[src/rtl/agc_creg_pkg.sv]
// Shared constants and ones'-complement arithmetic for the AGC central registers.
package agc_creg_pkg;

    localparam int CREG_WBITS = 16;
    localparam int CREG_SBITS = 12;

    localparam logic [CREG_WBITS-1:0] MINUS_ZERO = 16'hFFFF;

    // 16-bit ones'-complement sum with a single end-around carry fold.
    function automatic logic [CREG_WBITS-1:0] oc_add(
        input logic [CREG_WBITS-1:0] x,
        input logic [CREG_WBITS-1:0] y,
        input logic                  ci
    );
        logic [CREG_WBITS:0]   raw_s;
        logic [CREG_WBITS-1:0] sum_s;
        raw_s = {1'b0, x} + {1'b0, y} + {{CREG_WBITS{1'b0}}, ci};
        sum_s = raw_s[CREG_WBITS-1:0] + {{(CREG_WBITS-1){1'b0}}, raw_s[CREG_WBITS]};
        return sum_s;
    endfunction

endpackage

[src/rtl/agc_oc_adder.sv]
// End-around-carry adder producing U = X + Y + CI in ones' complement.
module agc_oc_adder
    import agc_creg_pkg::*;
(
    input  logic [CREG_WBITS:1] x,
    input  logic [CREG_WBITS:1] y,
    input  logic                ci,
    output logic [CREG_WBITS:1] u
);

    assign u = oc_add(x, y, ci);

endmodule

[src/rtl/agc_central_regs.sv]
// Central registers A/B/G/L/Z/S, adder inputs X/Y/CI, write-bus mux and branch bits,
// driven by the active-low control pulses of each timing cycle.
module agc_central_regs
    import agc_creg_pkg::*;
#(
    parameter int WBITS = CREG_WBITS,
    parameter int SBITS = CREG_SBITS
) (
    input  logic             CLOCK,
    input  logic             rst,
    input  logic             RA_,
    input  logic             RB_,
    input  logic             RC_,
    input  logic             RG_,
    input  logic             RL_,
    input  logic             RZ_,
    input  logic             RU_,
    input  logic             WA_,
    input  logic             WB_,
    input  logic             WG_,
    input  logic             WL_,
    input  logic             WZ_,
    input  logic             WS_,
    input  logic             WY_,
    input  logic             WYD_,
    input  logic             WY12_,
    input  logic             A2X_,
    input  logic             CI_,
    input  logic             TSGN_,
    input  logic             TOV_,
    input  logic             TMZ_,
    output logic [WBITS:1]   WL,
    output logic [SBITS:1]   S,
    output logic             Z15_,
    output logic             Z16_,
    output logic             BR1,
    output logic             BR2,
    output logic             BR1_,
    output logic             BR2_
);

    logic [WBITS:1] a_r;
    logic [WBITS:1] b_r;
    logic [WBITS:1] g_r;
    logic [WBITS:1] l_r;
    logic [WBITS:1] z_r;
    logic [WBITS:1] x_r;
    logic [WBITS:1] y_r;
    logic           ci_r;
    logic [SBITS:1] s_r;
    logic           br1_r;
    logic           br2_r;

    logic [WBITS:1] u_s;
    logic [WBITS:1] wl_s;
    logic [WBITS:1] y_next_s;
    logic           any_wy_s;
    logic           minus_zero_s;

    // Gate a register onto the bus only while its active-low read pulse is asserted.
    function automatic logic [WBITS:1] rd(input logic [WBITS:1] v, input logic pulse_n);
        return v & {WBITS{~pulse_n}};
    endfunction

    agc_oc_adder u_adder (
        .x  (x_r),
        .y  (y_r),
        .ci (ci_r),
        .u  (u_s)
    );

    assign wl_s = rd(a_r, RA_) | rd(b_r, RB_) | rd(~b_r, RC_) | rd(g_r, RG_)
                | rd(l_r, RL_) | rd(z_r, RZ_) | rd(u_s, RU_);

    assign any_wy_s     = ~(WY_ & WYD_ & WY12_);
    assign minus_zero_s = (wl_s == MINUS_ZERO);

    // Y source selection; WY_ outranks WYD_, which outranks WY12_.
    always_comb begin
        y_next_s = y_r;
        if (!WY_) begin
            y_next_s = wl_s;
        end else if (!WYD_) begin
            y_next_s = {wl_s[WBITS-1:1], wl_s[WBITS]};
        end else if (!WY12_) begin
            y_next_s = {{(WBITS-SBITS){1'b0}}, wl_s[SBITS:1]};
        end else begin
            y_next_s = y_r;
        end
    end

    // Central registers load the current bus at the end of the cycle.
    always_ff @(posedge CLOCK or posedge rst) begin
        if (rst) begin
            a_r <= {WBITS{1'b0}};
            b_r <= {WBITS{1'b0}};
            g_r <= {WBITS{1'b0}};
            l_r <= {WBITS{1'b0}};
            z_r <= {WBITS{1'b0}};
            s_r <= {SBITS{1'b0}};
        end else begin
            if (!WA_) a_r <= wl_s;
            if (!WB_) b_r <= wl_s;
            if (!WG_) g_r <= wl_s;
            if (!WL_) l_r <= wl_s;
            if (!WZ_) z_r <= wl_s;
            if (!WS_) s_r <= wl_s[SBITS:1];
        end
    end

    // Adder operands; A2X_ overrides the X clear that accompanies any WY pulse.
    always_ff @(posedge CLOCK or posedge rst) begin
        if (rst) begin
            x_r  <= {WBITS{1'b0}};
            y_r  <= {WBITS{1'b0}};
            ci_r <= 1'b0;
        end else begin
            y_r <= y_next_s;
            if (!A2X_) begin
                x_r <= a_r;
            end else if (any_wy_s) begin
                x_r <= {WBITS{1'b0}};
            end
            if (!CI_) begin
                ci_r <= 1'b1;
            end else if (any_wy_s) begin
                ci_r <= 1'b0;
            end
        end
    end

    // Branch bits; TOV_ decides BR2 when it coincides with TMZ_.
    always_ff @(posedge CLOCK or posedge rst) begin
        if (rst) begin
            br1_r <= 1'b0;
            br2_r <= 1'b0;
        end else if (!TOV_) begin
            br1_r <= wl_s[WBITS];
            br2_r <= wl_s[WBITS] ^ wl_s[WBITS-1];
        end else begin
            if (!TSGN_) br1_r <= wl_s[WBITS];
            if (!TMZ_)  br2_r <= minus_zero_s;
        end
    end

    assign WL   = wl_s;
    assign S    = s_r;
    assign Z15_ = ~z_r[WBITS-1];
    assign Z16_ = ~z_r[WBITS];
    assign BR1  = br1_r;
    assign BR2  = br2_r;
    assign BR1_ = ~br1_r;
    assign BR2_ = ~br2_r;

endmodule

[config.mk]
export PLATFORM = sky130hd
export DESIGN_NAME = agc_central_regs
export DESIGN_NICKNAME = d
export VERILOG_FILES = /design/src/rtl/agc_creg_pkg.sv /design/src/rtl/agc_oc_adder.sv /design/src/rtl/agc_central_regs.sv
export SDC_FILE = /design/constraint.sdc
export NUM_CORES = 1
export LEC_CHECK = 0
export BUFFER_PORTS_ARGS = -buffer_cell sky130_fd_sc_hd__buf_2
export CORE_MARGIN = 4
export CORE_UTILIZATION = 45
export DETAILED_ROUTE_END_ITERATION = 8
export PLACE_DENSITY = 0.66
export SYNTH_ARGS = -nofsm -noshare
export SYNTH_HDL_FRONTEND = slang
export SYNTH_SLANG_ARGS = --single-unit
[constraint.sdc]
create_clock -name CLOCK -period 8.39 [get_ports CLOCK]
set_input_delay 1.2585 -clock CLOCK [delete_from_list [all_inputs] [get_ports CLOCK]]
set_output_delay 1.2585 -clock CLOCK [all_outputs]
set_load 0.005 [all_outputs]
Word level (Yosys, flattened, before mapping)
Cells that the tools add are included.
Widths: inputs -> output; s select.
{"block": "word_totals", "reg_bits": 127, "latch_bits": 0, "ram_bits": 0, "rom_bits": 0, "output_inout_bits": 34, "wordCells": 59, "memories": 0}
{"block": "op_classes", "add_sub_neg": 3, "multipliers": 0, "n_div": 0, "order_cmp": 0, "n_eq_ne": 6, "shifts": 0, "mux": 11, "bitwise_logic": 28, "reduce_logical": 0}
{"operator": "$and 16x16->16", "count": 7}
{"operator": "$or 16x16->16", "count": 6}
{"operator": "$mux 16", "count": 5}
{"operator": "$add 16x16->17", "count": 1}
{"operator": "$add 17x1->17", "count": 1}
{"operator": "$add 16x1->16", "count": 1}
{"operator": "$eq 16x16->1 const B", "count": 1}
{"operator": "$not 16->16", "count": 1}
{"operator": "$not 1->1", "count": 11}
{"operator": "$ne 2x2->1 const B", "count": 4}
{"operator": "$mux 1", "count": 6}
{"operator": "$ne 3x3->1 const B", "count": 1}
{"operator": "$and 1x1->1", "count": 2}
{"operator": "$xor 1x1->1", "count": 1}

Longest topological paths before layout
{"block": "depth", "depth_word": 11, "mapped_depth": 28}

By module
Synthesis repeated with hierarchy kept, for this count alone.
{"block": "hier_totals", "cells_unflattened": 610, "area_unflattened_um2": 6551.3}
{"module": "agc_central_regs", "n_inst": 1, "cells_per_inst": 483, "area_each_um2": 5534.1, "seq_area_each_um2": 3178.0}
{"module": "agc_oc_adder", "n_inst": 1, "cells_per_inst": 127, "area_each_um2": 1017.2, "seq_area_each_um2": 0.0}

Worst setup path after synthesis
No wires, ideal clock.
{"block": "synth_path", "kind": "register -> output", "startpoint": "reg ci_r", "endpoint": "out WL[15] (netlist bit)", "arrival_time_ps": 4161, "t_required_ps": 7132, "setup_slack_ps": 2971, "path_stages_with_launch": 20, "path_buffers": 0, "cell_sequence": "dfrtp_1 fa_1 inv_1 fa_1 nand2b_1 a21oi_1 o311a_1 o21ai_0 a21boi_0 nor2_1 nor2_1 o21ai_0 nand2b_1 ha_1 nor2b_1 and2_1 nand4_2 or4_1 or4_1 nand3_1"}
{"block": "synth_between", "elab_chain_len": 4}
{"element": "from (decl)", "line": "agc_central_regs.sv:49", "text": "logic ci_r;"}
{"element": "from (signal assigned)", "line": "agc_central_regs.sv:116", "text": "ci_r <= 1'b0;"}
{"element": "from (signal assigned)", "line": "agc_central_regs.sv:125", "text": "ci_r <= 1'b1;"}
{"element": "from (signal assigned)", "line": "agc_central_regs.sv:127", "text": "ci_r <= 1'b0;"}
{"element": "$add 17x1->17", "line": "agc_creg_pkg.sv:17", "text": "raw_s = {1'b0, x} + {1'b0, y} + {{CREG_WBITS{1'b0}}, ci};"}
{"element": "$add 16x1->16", "line": "agc_creg_pkg.sv:18", "text": "sum_s = raw_s[CREG_WBITS-1:0] + {{(CREG_WBITS-1){1'b0}}, raw_s[CREG_WBITS]};"}
{"element": "$and 16x16->16", "line": "agc_central_regs.sv:62", "text": "return v & {WBITS{~pulse_n}};"}
{"element": "$or 16x16->16", "line": "agc_central_regs.sv:73", "text": "| rd(l_r, RL_) | rd(z_r, RZ_) | rd(u_s, RU_);"}
{"element": "to (decl)", "line": "agc_central_regs.sv:32", "text": "output logic [WBITS:1] WL,"}
No other way between the ends.

Worst setup path after layout
{"block": "layout_path", "startpoint": "reg y_r[1] (netlist bit)", "endpoint": "out WL[16] (netlist bit)"}
{"block": "layout_between", "elab_chain_len": 5}
{"element": "from (decl)", "line": "agc_central_regs.sv:48", "text": "logic [WBITS:1] y_r;"}
{"element": "from (signal assigned)", "line": "agc_central_regs.sv:115", "text": "y_r <= {WBITS{1'b0}};"}
{"element": "from (signal assigned)", "line": "agc_central_regs.sv:118", "text": "y_r <= y_next_s;"}
{"element": "$add 16x16->17", "line": "agc_creg_pkg.sv:17"}
{"element": "$add 17x1->17", "line": "agc_creg_pkg.sv:17"}
{"element": "$add 16x1->16", "line": "agc_creg_pkg.sv:18"}
{"element": "$and 16x16->16", "line": "agc_central_regs.sv:62"}
{"element": "$or 16x16->16", "line": "agc_central_regs.sv:73"}
No other way between the ends.

==> out/metrics.yaml <==
status: "finished clean"
synth-seq-cells: 127
antenna_found_initial: 0
cts.clk_slew.worst_paths_ns: 0.06
synthDistinctLibCells: 73
yosysWarnings: 0
powerDensity_nw_per_um2: 212
drt_wl_total_um: 18000
rrSetupSlack_ns: 2.18
skew_ns: 0.00790
cts_hold_buf: 0
clock_sinks: 127
synth_compound_area_share_pct: 16.0
fp.dieW_um: 131
ys_seq_area_share_pct: 46.4
worstPathArrival_ns: 5.38
areaGrowthSynthToFinish_pct: 14.5
cap_violations: 0
worst_pin_slew_ns: 0.960
p_sw_share_pct: 26.5
critPathMaxStageDelay_ns: 0.59
initial_utilization_pct: 46.6
power_switching_w: 0.000441
drt_iter0_markers: 413
ios: 57
synth_adder_area_share_pct: 3.87
p_seq_share_pct: 38.9
firstDrtPassIters: 5
path_max_fanout: 10
grt_overflow: 0
core_sq_um: 14700
fin_crit_ns: 6.64
grt_usage_pct: 21.4
synth_top_family_by_area: "multiplexers"
drive_gt1_share_pct: 25.2
dieArea_sq_um: 17300
hold_viol: 0
dpl_cell_area_sq_um: 7230
drc: 0
clk_latency_ns: 0.41
pwr-share-clk_pct: 46.2
ctsResizeCount: 0
finalNonFillerCells: 878
place_congestion: 0.907
synth_xor_area_share_pct: 2.41
ys_async_sr_fraction_pct: 100
dr_total_vias: 5383
synthTopCellsByArea: "dfrtp_1 46%, mux2_2 12%, mux2i_1 3.7%"
ir_worst_vdd_mv: 0.192
muxShareOfSynthArea_pct: 16.3
maxSlewViolCount: 0
final_common_cell: "dfrtp_1"
synth_edf_count: 0
vias_per_cell: 6.13
finalSetupViolCount: 0
die_h_um: 131
rsz0062_at_grt: "false"
critical-path-slowest-cell: "or4_4"
clock_path_buffers: 2
portBuffers: 56
dp_hpwl_um: 12400
numCtsBuffers: 17
crit_type: "reg2out"
wl_per_cell_um: 20.5
grt_pass1_vias: 5385
cts_max_level: 4
max_freq_mhz: 151
cts-root-buf: "clkbuf_16"
internal-power_w: 0.00123
hold_slack_ns: 0.484
synth_top_area_cell: "dfrtp_1"
hold_path_class: "reg2reg"
n_antenna_cell: 0
layout_common_cells: "127 x dfrtp_1, 72 x mux2_2, 56 x buf_2"
grt_pass1_wl_um: 29600
syn_area_sq_um: 6850
finalSetupTns_ns: 0
row_count: 44
cp_cell_sequence: "fa_1 > inv_1 > fa_1 > nand2b_1 > a21oi_1 > o311a_1 > o21ai_0 > a21boi_0 > nor2_1 > nor2_1 > o21ai_0 > nand2b_1 > ha_1 > nor2b_1 > and2_1 > nand4_2 > or4_4 > nor4_2 > xnor2_1 > o21ai_2 > buf_2"
postSynthCellCount: 644
synthSimpleGateAreaFrac_pct: 10.5
fin_area_sq_um: 7840
synth_fp_nets: 687
required_ns: 7.13
synth_ff_type: "dfrtp_1"
start_kind: "flip-flop"
relSlewSlack_pct: 36.0
crit_path_end_kind: "output pin"
finalCritPeriodShare_pct: 79.1
power.leakage_nw: 3.11
antenna_left: 0
syn_avg_cell_area_sq_um: 10.6
cts_tree: "yes"
grt_max_degree: 66
cts_setup_buffers: 0
final_nets: 726
placedCellCount: 848
synth_top_area_share_pct: 46.4
power_frac_comb_pct: 14.9
==> metrics by stage <==
step	total power, W	setup slack (ns)	utilization [%]
final	0.00167	1.75	53.4
after global routing	0.00173	1.41	53.4
after CTS	0.00167	1.80	53.4
after detailed placement	0.000903	2.27	49.2
after global placement	0.000897	2.36	49.2
after floorplan	0.000834	2.97	-
==> state kept, by name, summed over array words and instances (netlist names) <==
signal,flops
BR1,1
BR2,1
S,12
a_r,16
b_r,16
ci_r,1
g_r,16
l_r,16
x_r,16
y_r,16
z_r,16
==> path summary, 6_finish.rpt <==
| kind | depth (start not counted) | endpoint | from |
|---|---|---|---|
| worst max register to register | 28 | BR2 | y_r[1] |
| worst min-delay path | 1 | g_r[16] | g_r[16] |
| worst max-delay path | 21 | WL[16] | y_r[1] |
| max in group asynchronous | 3 | a_r[14] | rst |
| worst min register to register | 1 | g_r[16] | g_r[16] |
| min in group asynchronous | 2 | S[1] | rst |
==> per-layer routing <==
layer | global-route usage (%) | part of all wire, %
met1 | 29.8 | 45
met2 | 33.3 | 47
met3 | 4.85 | 6.2
met4 | 7.00 | 2.3
met5 | 0 | 0
==> Yosys cell counts (3+ instances only) <==
| cell | number |
|---|---|
| a2111oi_0 | 3 |
| a211oi_1 | 3 |
| a21o_1 | 5 |
| a21oi_1 | 43 |
| a221oi_1 | 10 |
| a22oi_1 | 10 |
| a31oi_1 | 4 |
| buf_1 | 3 |
| clkbuf_1 | 34 |
| dfrtp_1 | 127 |
| ha_1 | 18 |
| inv_1 | 41 |
| mux2_1 | 5 |
| mux2_2 | 72 |
| mux2i_1 | 25 |
| nand2_1 | 35 |
| nand2b_1 | 6 |
| nand3_1 | 11 |
| nand4_1 | 7 |
| nor2_1 | 45 |
| nor2b_1 | 4 |
| nor3_1 | 7 |
| o2111ai_1 | 3 |
| o211ai_1 | 5 |
| o21ai_0 | 9 |
| o221ai_1 | 4 |
| o22a_1 | 3 |
| o22ai_1 | 18 |
| o31ai_1 | 3 |
| or3_1 | 4 |
| or4_1 | 4 |
| xnor2_1 | 11 |
| xor2_1 | 6 |
==> logic make-up after synthesis <==
kind of cell / Yosys count
compound gates: 153
simple gates: 143
flops: 127
mux: 102
fa+ha+maj: 20
xor+xnor: 18
buf+inv: 81
==> layout make-up <==
| class | instances | area [sq um] |
|---|---|---|
| Sequential cell | 127 | 3180 |
| Inverter | 41 | 156 |
| Multi-Input combinational cell | 436 | 3360 |
| Clock inverter | 10 | 161 |
| Timing Repair Buffer | 60 | 310 |
| Fill cell | 1302 | 6860 |
| Clock buffer | 20 | 447 |
| Tap cell | 184 | 230 |
==> worst max-delay path: cells and delay by family (launching register included) <==
family / cells / cell delay (ns)
XOR/XNOR: 1 / 0.11
buffers and inverters: 2 / 0.28
AND/OR/NAND/NOR: 9 / 1.93
adder cells (fa/ha/maj): 3 / 0.81
flip-flops: 1 / 0.37
AO/OA/AOI/OAI: 6 / 1.47
==> power groups by stage <==
| stage | Combinational, W | Clock (W) | Sequential [W] |
|---|---|---|---|
| 5_1_grt | 0.000272 | 0.000805 | 0.000650 |
| 6_report | 0.000249 | 0.000769 | 0.000648 |
| 4_1_cts | 0.000246 | 0.000776 | 0.000648 |
| 3_3_place_gp | 0.000240 | 0 | 0.000657 |
| 2_1_floorplan | 0.000179 | 0 | 0.000655 |
| 3_5_place_dp | 0.000244 | 0 | 0.000659 |
(Power assumes the default switching activity.)
